`src/rtl/nn_in_serializer.sv`:
```
// Buffers parallel operand words in a small FIFO and streams each one LSB-first
// as a framed bit-serial stream for the nn datapath, with a downstream hold.
module nn_in_serializer #(
   parameter int data_width = 12,
   parameter int fifo_depth = 4
) (
   input  logic                          clk,
   input  logic                          rst,
   input  logic [data_width-1:0]         in_data,
   input  logic                          in_valid,
   output logic                          in_ready,
   output logic                          nn_in,
   output logic                          nn_valid,
   output logic                          nn_first,
   output logic                          nn_last,
   input  logic                          nn_hold,
   output logic [$clog2(fifo_depth):0]   fifo_count
);

   localparam int AW = $clog2(fifo_depth);
   localparam int CW = $clog2(data_width);
   localparam logic [CW-1:0] LAST_BIT = CW'(data_width - 1);
   localparam logic [AW:0] FULL_COUNT = (AW + 1)'(fifo_depth);

   typedef enum logic {IDLE, SHIFT} state_t;

   state_t                state;
   logic [data_width-1:0] mem [fifo_depth];
   logic [AW-1:0]         head;
   logic [AW-1:0]         tail;
   logic [AW:0]           count;
   logic [data_width-1:0] sr;
   logic [CW-1:0]         bit_cnt;

   logic push;
   logic pop;
   logic at_last;

   assign at_last  = (bit_cnt == LAST_BIT);
   assign in_ready = (count != FULL_COUNT);
   assign push     = in_valid & in_ready;
   // A pop only happens when the shifter is free or finishing its last bit, so words never gap.
   assign pop      = !nn_hold && (count != '0) && ((state == IDLE) || at_last);

   assign fifo_count = count;
   assign nn_in      = (state == SHIFT) & sr[0];
   assign nn_valid   = (state == SHIFT) & !nn_hold;
   assign nn_first   = (state == SHIFT) & !nn_hold & (bit_cnt == '0);
   assign nn_last    = (state == SHIFT) & !nn_hold & at_last;

   always_ff @(posedge clk) begin
      if (push) begin
         mem[tail] <= in_data;
      end
   end

   always_ff @(posedge clk or posedge rst) begin
      if (rst) begin
         head  <= '0;
         tail  <= '0;
         count <= '0;
      end else begin
         if (push) begin
            tail <= tail + 1'b1;
         end
         if (pop) begin
            head <= head + 1'b1;
         end
         case ({push, pop})
            2'b10:   count <= count + 1'b1;
            2'b01:   count <= count - 1'b1;
            default: count <= count;
         endcase
      end
   end

   // Hold freezes the shifter entirely; the FIFO side keeps accepting words.
   always_ff @(posedge clk or posedge rst) begin
      if (rst) begin
         state   <= IDLE;
         sr      <= '0;
         bit_cnt <= '0;
      end else if (!nn_hold) begin
         case (state)
            IDLE: begin
               if (pop) begin
                  sr      <= mem[head];
                  bit_cnt <= '0;
                  state   <= SHIFT;
               end
            end
            SHIFT: begin
               if (!at_last) begin
                  sr      <= sr >> 1;
                  bit_cnt <= bit_cnt + 1'b1;
               end else if (pop) begin
                  sr      <= mem[head];
                  bit_cnt <= '0;
               end else begin
                  state <= IDLE;
               end
            end
            default: state <= IDLE;
         endcase
      end
   end

endmodule
```
`config.mk`:
```
export PLATFORM = sky130hd
export DESIGN_NAME = nn_in_serializer
export DESIGN_NICKNAME = d
export VERILOG_FILES = /design/src/rtl/nn_in_serializer.sv
export SDC_FILE = /design/constraint.sdc
export NUM_CORES = 1
export LEC_CHECK = 0
export ABC_AREA = 1
export CORE_MARGIN = 2
export CORE_UTILIZATION = 25
export DETAILED_ROUTE_END_ITERATION = 10
export GPL_TIMING_DRIVEN = 0
export PLACE_DENSITY_LB_ADDON = 0.25
export SYNTH_ARGS = -nofsm -noshare
export SYNTH_HDL_FRONTEND = slang
export SYNTH_SLANG_ARGS = --single-unit
```
`constraint.sdc`:
```
create_clock -name clk -period 4 [get_ports clk]
set_input_delay 1.2 -clock clk [delete_from_list [all_inputs] [get_ports clk]]
set_output_delay 1.2 -clock clk [all_outputs]
set_load 0.05 [all_outputs]
```
Word-level counts from Yosys, hierarchy flattened:

Memories as Yosys holds them, arrays and structs flattened.
Cells that the tools add are included.

* word-level logic and storage cells: 41
* memory bits (writable): 48
* output and inout port bits: 8
* input bits: 16
* memories: 1
* bits in registers: 24

* bitwise logic cells: 6
* mux-type cells: 12
* reductions and logical operators: 7
* add/subtract/negate cells: 5
* equality and inequality tests: 4

Memories
* mem: depth 4, width 12, rd ports 1, clocked after memory_dff 0, wr ports 1, line 28 `logic [data_width-1:0] mem [fifo_depth];`

Operators with widths (number)
* $mux 12: 2
* $pmux 12 s2: 1
* $mux 4: 2
* $pmux 4 s2: 1
* $pmux 3 s2: 1
* $and 1x1->1: 5
* $add 2x1->2 const B: 2
* $add 4x1->4 const B: 1
* $eq 4x4->1 const B: 1
* $logic_not 4->1: 1
* $mux 1: 4
* $add 3x1->3 const B: 1
* $ne 3x3->1 const B: 1
* $reduce_bool 3->1: 1
* $sub 3x1->3 const B: 1
* $eq 2x1->1 const B: 1
* $eq 2x2->1 const B: 1
* $logic_and 1x1->1: 2
* $pmux 1 s2: 1
* $reduce_bool 2->1: 1
* $logic_not 1->1: 1
* $logic_or 1x1->1: 1
* $not 1->1: 1

Longest topological paths before layout:

Gate-level depths: netlist of run 1.

* depth after elaboration: 6
* mapped depth: 11
* gate-level depth less buffers: 11

Worst setup path after synthesis of run 1:

OpenSTA, ideal clock, no wires.

* kind: input -> output
* start point: in nn_hold
* end point: out nn_first
* stages on the path: 3
* buffers on the path: 0
* path slack: 0.763 ns
* arrival time: 2.037 ns
* cell sequence: inv_2 -> nand2_1 -> nor2_1

* word-level cells in the longest chain between the ends: 3

Ends and longest elaborated chain
* start, declared: line 16 `input logic nn_hold,`
* $logic_not 1->1
* $and 1x1->1 (2 in series): line 48 `assign nn_first = (state == SHIFT) & !nn_hold & (bit_cnt == '0);`
* end, declared: line 14 `output logic nn_first,`

Every way passes these cells.

Final worst setup path of run 1:

* start point: in nn_hold
* end point: out nn_last

* word-level cells in the longest chain between the ends: 3

Ends and longest elaborated chain
* $logic_not 1->1
* $and 1x1->1 (2 in series): line 49 `assign nn_last = (state == SHIFT) & !nn_hold & at_last;`
* end, declared: line 15 `output logic nn_last,`

Every way passes these cells.

==> flow_summary.json, run 1 <==
{
  "status": "complete, no violations",
  "ys_types": 24,
  "synthDominantCellAreaShare": 0.409,
  "die_w_um": 123,
  "min_delay_worst_endpoint": "sr[10]$_DFFE_PP0N_",
  "syn_area_per_cell_sq_um": 8.95,
  "cts_hold_buffers": 0,
  "wl_per_cell_um": 12.6,
  "cp_slowest_stage_delay_ns": 0.55,
  "core_area_sq_mm": 0.0138,
  "grt_pass1_vias": 2512,
  "synth_warnings": 0,
  "power_frac_comb": 0.382,
  "grt.overflow.total": 0,
  "route.detailed.drc": 0,
  "netlist_area_sq_mm": 0.00353,
  "layout.nets": 453,
  "synth-async-reset-ratio": 0.333,
  "synthTopCellsByCount": "nand2_1, inv_1, edfxtp_1",
  "grt_max_degree": 25,
  "worst_pin_slew_ns": 1.25,
  "path_class": "primary input to primary output",
  "yosysMostFrequentCell": "nand2_1",
  "worstHoldStart": "sr[10]$_DFFE_PP0N_",
  "synth_largest_area_cell": "edfxtp_1",
  "ir_drop_v": 0.000159,
  "cp.required_ns": 2.80,
  "switching_share": 0.400,
  "cts_tree": "built",
  "antenna_found_initial": 0,
  "cp_top_family": "buffers and inverters",
  "grt_pass1_wl_um": 12800,
  "drtIter0Drc": 135,
  "place.gp.congestion": 0.776,
  "netlist_top_cells_area": "edfxtp_1, dfrtp_1, nand2_1",
  "via_per_inst": 4.14,
  "vias": 2535,
  "portBuffers": 23,
  "cellLeakagePower_nw": 1.99,
  "fin_crit_sh": 0.968,
  "critPathCaptureType": "primary output",
  "start_util": 0.255,
  "setup-tns-final_ns": 0,
  "ios": 24,
  "reg2reg_depth": 11,
  "area_growth_pct": 20.3,
  "p_int_mw": 1.81,
  "grt_use_total": 0.113,
  "synth_nets": 418,
  "clockBufferDepth": 2,
  "cts-root-buf": "clkbuf_16",
  "drv_cap": 0,
  "max_slew_margin": 0.164,
  "power_mw": 3.02,
  "path_max_fanout": 6,
  "holdPathStages": 2,
  "drt_pre_antenna_iters": 4,
  "netlist_instances": 394,
  "numCtsBuffers": 9,
  "fin_crit_ns": 3.87,
  "clockPowerShare": 0.233,
  "cts_setup_buffers": 0,
  "drive_gt1_frac": 0.106,
  "powerDensity_mw_per_mm2": 712,
  "cp-start-kind": "primary input",
  "antenna_left": 0,
  "num-fill-cells": 1424,
  "fmax_ghz": 0.258,
  "diodes": 0,
  "ys.flop_type": "edfxtp_1",
  "r2r-end": "fifo_count[2]$_DFFE_PP0P_",
  "die_area_sq_mm": 0.0151,
  "fp.dieH_um": 123,
  "ys_ff_latch": 72,
  "htreeDepth": 3,
  "cts.reportedPaths.clkPinSlew_ns": 0.06,
  "crit_chain": "clkdlybuf4s50_1 > inv_2 > nand2_1 > nor2_1 > dlygate4sd2_1",
  "rsz0062_at_grt": "false",
  "clock_sinks": 72,
  "setup_violations": 0,
  "totalWireLength_um": 7720,
  "synth-edff-count": 48,
  "place_hpwl_um": 5110,
  "reg2reg_from": "bit_cnt[0]$_DFFE_PP0N_",
  "arrival_ns": 2.67,
  "hold_viol_final": 0,
  "seq_area_frac_synth": 0.579,
  "p_seq_frac": 0.385,
  "critPathSlowestCell": "clkdlybuf4s50_1",
  "cp_num_buf_inv": 3,
  "finalClockSkew_ns": 0.00662,
  "ctsResizeCount": 3,
  "insertion_delay_ns": 0.33,
  "hold_path_class": "register to register",
  "r2r_setup_slack_ns": 1.63,
  "num_rows": 43,
  "finalMaxSlewViolations": 0,
  "p_sw_mw": 1.21
}
[through the flow]
step / hold slack (ns) / std cells / instance area [sq um] / worst slack, ns / util
global route: 0.561 / 613 / 4240 / 0.00210 / 0.307
CTS: 0.515 / 612 / 4230 / 0.107 / 0.306
detailed placement: 0.502 / 597 / 3980 / -0.170 / 0.288
finish: 0.516 / 613 / 4240 / 0.129 / 0.307
floorplan: 0.463 / 394 / 3530 / 0.763 / -
global placement: 0.497 / 597 / 3980 / -0.151 / 0.288
[worst min-delay path: stages, from the launching register on]
cell     delay, ns
dfrtp_1       0.37
nand2_1       0.06
nand2_1       0.05
[registers in the layout, indices dropped and copies added, names as in the netlist]
| register | count |
|---|---|
| state | 1 |
| sr | 12 |
| bit_cnt | 4 |
| tail | 2 |
| fifo_count | 3 |
| mem | 48 |
| head | 2 |
[power groups by stage]
| stage | registers [mW] | clock network, mW | logic, mW |
|---|---|---|---|
| detailed placement | 1.18 | 0 | 1.15 |
| floorplan | 1.19 | 0 | 0.777 |
| global placement | 1.17 | 0 | 1.14 |
| global route | 1.19 | 0.747 | 1.31 |
| CTS | 1.16 | 0.721 | 1.16 |
| finish | 1.16 | 0.705 | 1.15 |
[cells in the final DEF (no fill, tap or decap)]
| master | netlist | layout |
|---|---|---|
| nand3_1 | 29 | 29 |
| clkinv_2 | 0 | 5 |
| fa_1 | 1 | 1 |
| clkdlybuf4s50_1 | 0 | 20 |
| nand2_1 | 136 | 136 |
| xnor2_1 | 1 | 1 |
| nand2_2 | 1 | 1 |
| xor2_1 | 2 | 2 |
| inv_1 | 73 | 73 |
| buf_2 | 6 | 6 |
| nand4_1 | 1 | 1 |
| o21ai_0 | 19 | 19 |
| o21ai_1 | 2 | 2 |
| dlygate4sd2_1 | 0 | 3 |
| a21oi_1 | 4 | 4 |
| clkbuf_1 | 3 | 4 |
| nor2_2 | 2 | 2 |
| buf_4 | 2 | 2 |
| buf_6 | 2 | 3 |
| a21oi_2 | 11 | 11 |
| edfxtp_1 | 48 | 48 |
| inv_2 | 5 | 5 |
| ha_1 | 7 | 7 |
| clkbuf_16 | 0 | 9 |
| nand3_4 | 1 | 1 |
| nand2_4 | 1 | 1 |
| dfrtp_1 | 24 | 24 |
| nor2_1 | 13 | 13 |
[worst max path at each step]
stage | startpoint | endpoint | cells past startpoint
2_1_floorplan | nn_hold | nn_first | 3
3_3_place_gp | nn_hold | nn_last | 5
3_5_place_dp | nn_hold | nn_last | 5
4_1_cts | nn_hold | nn_last | 5
5_1_grt | nn_hold | nn_last | 5
6_report | nn_hold | nn_last | 5
[kinds of logic after synthesis]
logic type	count (synthesis)	synth area share
AND/OR/NAND/NOR	184	0.215
adder cells (fa/ha/maj)	8	0.0305
XOR/XNOR	3	0.00745
AO/OA/AOI/OAI	36	0.0628
flip-flops	72	0.579
buffers and inverters	91	0.105
[routing by layer]
metal | GRT usage | vias up | part of all wire
li1 | - | 1297 | -
met1 | 0.142 | 1189 | 0.47
met2 | 0.185 | 36 | 0.48
met3 | 0.0191 | 13 | 0.029
met4 | 0.0632 | 0 | 0.024
met5 | 0 | - | 0
[final cells by class]
| cell class | instances | area, sq um | area share |
|---|---|---|---|
| clock inverters | 5 | 25.0 | 0.00590 |
| multi-input cells | 231 | 1110 | 0.262 |
| inverters | 78 | 293 | 0.0690 |
| plain buffers | 13 | 78.8 | 0.0186 |
| flip-flops and latches | 72 | 2040 | 0.481 |
| repair buffers | 24 | 238 | 0.0560 |
| clock buffers | 10 | 229 | 0.0540 |
| well taps | 180 | 225 | 0.0531 |
(Power assumes the default switching activity.)
==> inputs of run 2 (changes only) <==
- PLACE_DENSITY_LB_ADDON: 0.25 -> not set
==> run 2 against run 1 <==
Maximum frequency decreased by 0.35%. Register-to-register slack improved by 0.03 ns. Largest cell class unchanged. Power decreased by 0.46%. Clock skew increased by 0.0011 ns. Final area about the same. Clock-buffer cell count increased by 1. Sequential cell count unchanged.
==> flow_summary.json, run 2 (synthesized netlist as in run 1, its figures left out) <==
{
  "grt_use_total": 0.109,
  "powerDensity_mw_per_mm2": 708,
  "insertion_delay_ns": 0.33,
  "fmax_ghz": 0.257,
  "layout_commonest_cell": "nand2_1",
  "grt_max_degree": 25,
  "finalMaxSlewViolations": 0,
  "setup-tns-final_ns": 0,
  "die_w_um": 123,
  "drv_cap": 0,
  "fin_crit_ns": 3.88,
  "path_depth": 5,
  "cp.required_ns": 2.80,
  "top_register": "mem",
  "drive_gt1_frac": 0.104,
  "path_max_fanout": 6,
  "route.detailed.drc": 0,
  "cts.reportedPaths.clkPinSlew_ns": 0.05,
  "cp-start-kind": "primary input",
  "hold_viol_final": 0,
  "core_area_sq_mm": 0.0138,
  "max_slew_margin": 0.147,
  "power_mw": 3.01,
  "die_area_sq_mm": 0.0151,
  "reg_top3": "mem x48, sr x12, bit_cnt x4",
  "setup_violations": 0,
  "ir_drop_v": 0.000234,
  "p_seq_frac": 0.388,
  "crit_chain": "clkdlybuf4s50_1 > inv_2 > nand2_1 > nor2_1 > dlygate4sd2_1",
  "wl_per_cell_um": 12.2,
  "num-fill-cells": 1394,
  "worst_pin_slew_ns": 1.27,
  "fin_crit_sh": 0.971,
  "finalNonFillerCells": 613,
  "p_int_mw": 1.83,
  "ios": 24,
  "hold_path_class": "register to register",
  "largest_reg_flops": 48,
  "cts_setup_buffers": 0,
  "path_class": "primary input to primary output",
  "clock_sinks": 72,
  "cts-root-buf": "clkbuf_16",
  "num_rows": 43,
  "clockPowerShare": 0.236,
  "grt.overflow.total": 0,
  "start_util": 0.255,
  "area_growth_pct": 20.4,
  "place_hpwl_um": 5060,
  "layout.nets": 452,
  "power_frac_comb": 0.376,
  "antenna_left": 0,
  "cp_slowest_stage_delay_ns": 0.53,
  "htreeDepth": 3,
  "arrival_ns": 2.68,
  "cp_top_family": "buffers and inverters",
  "critPathSlowestCell": "clkdlybuf4s50_1",
  "fp.dieH_um": 123,
  "switching_share": 0.393,
  "reg2reg_depth": 11,
  "grt_pass1_wl_um": 12400,
  "final_cell_mix": "nand2_1, inv_1, edfxtp_1, nand3_1, dfrtp_1",
  "clockBufferDepth": 2,
  "drtIter0Drc": 148,
  "vias": 2552,
  "cellLeakagePower_nw": 1.99,
  "rsz0062_at_grt": "false",
  "cts_hold_buffers": 0,
  "cp_num_buf_inv": 3,
  "dp_cells": 597,
  "status": "complete, no violations",
  "drt_pre_antenna_iters": 4,
  "holdPathStages": 2,
  "portBuffers": 23,
  "diodes": 0,
  "totalWireLength_um": 7500,
  "numCtsBuffers": 9,
  "via_per_inst": 4.16,
  "p_sw_mw": 1.18,
  "place.gp.congestion": 0.763,
  "cts_tree": "built",
  "antenna_found_initial": 0,
  "grt_pass1_vias": 2580,
  "critPathCaptureType": "primary output",
  "finalClockSkew_ns": 0.00771
}
==> run 2: cell types whose count changed in the layout (fill, tap and decap cells not counted), sizes merged <==
cell	before	now
clkbuf	13	14
buf	11	10
==> run 2: final cells by class <==
class / instances / area (sq um) / share of cell area
clock buffer: 11 / 243 / 0.0572
buffer: 13 / 78.8 / 0.0186
timing repair buffer: 23 / 226 / 0.0533
sequential: 72 / 2040 / 0.481
clock inverter: 5 / 23.8 / 0.00560
tap: 180 / 225 / 0.0531
multi-input combinational: 231 / 1110 / 0.262
inverter: 78 / 293 / 0.0690
==> run 2: per-stage QoR <==
step,hold WS [ns],cell area (sq um),util,setup slack (ns)
after detailed placement,0.510,3980,0.288,-0.184
after floorplan,0.463,3530,-,0.763
after global placement,0.494,3980,0.288,-0.178
final,0.523,4250,0.307,0.115
after global routing,0.559,4250,0.307,0.00192
after CTS,0.526,4250,0.307,0.0970
==> run 2: power by group through the flow <==
stage / clock [mW] / sequential [mW] / combinational (mW)
after floorplan: 0 / 1.19 / 0.777
after global placement: 0 / 1.17 / 1.11
after detailed placement: 0 / 1.18 / 1.14
after CTS: 0.734 / 1.16 / 1.14
after global routing: 0.763 / 1.19 / 1.29
final: 0.711 / 1.17 / 1.13
==> run 2: path summary, 6_finish.rpt <==
kind	start	endpoint	slack [ns]
hold reg to reg	sr[10]$_DFFE_PP0N_	sr[10]$_DFFE_PP0N_	0.52
hold / removal	sr[10]$_DFFE_PP0N_	sr[10]$_DFFE_PP0N_	0.52
setup / recovery	nn_hold	nn_first	0.12
setup reg to reg	bit_cnt[0]$_DFFE_PP0N_	fifo_count[2]$_DFFE_PP0P_	1.66
max in group asynchronous	rst	sr[3]$_DFFE_PP0N_	2.00
min in group asynchronous	rst	tail[0]$_DFFE_PP0P_	1.40
==> run 2: what timing repair did <==
item	in CTS	in global routing
gates resized for setup	3	0
endpoints found under the setup margin	3	0
hold endpoints to repair	0	0
==> run 2: per-layer routing <==
layer	wire, um	GRT usage	vias to the layer above
met5	0	0	-
met4	165	0.0596	0
met3	261	0.0302	11
met2	3720	0.184	36
met1	3340	0.126	1209
li1	-	-	1296
==> run 2: worst register-to-register path: cells and delay by family (launching register included) <==
| kind | cells | cell delay (ns) |
|---|---|---|
| DFF | 1 | 0.43 |
| adders and majority gates | 3 | 0.85 |
| and+or+nand+nor | 3 | 0.41 |
| buffers and inverters | 2 | 0.12 |
| AOI/OAI and AO/OA | 2 | 0.26 |
| xor gates and xnor gates | 1 | 0.15 |
==> inputs of run 3 (changes only) <==
- TNS_END_PERCENT: not set -> 10
==> results of run 3 <==
No change in the layout: final DEF, timing and power equal those of run 2.
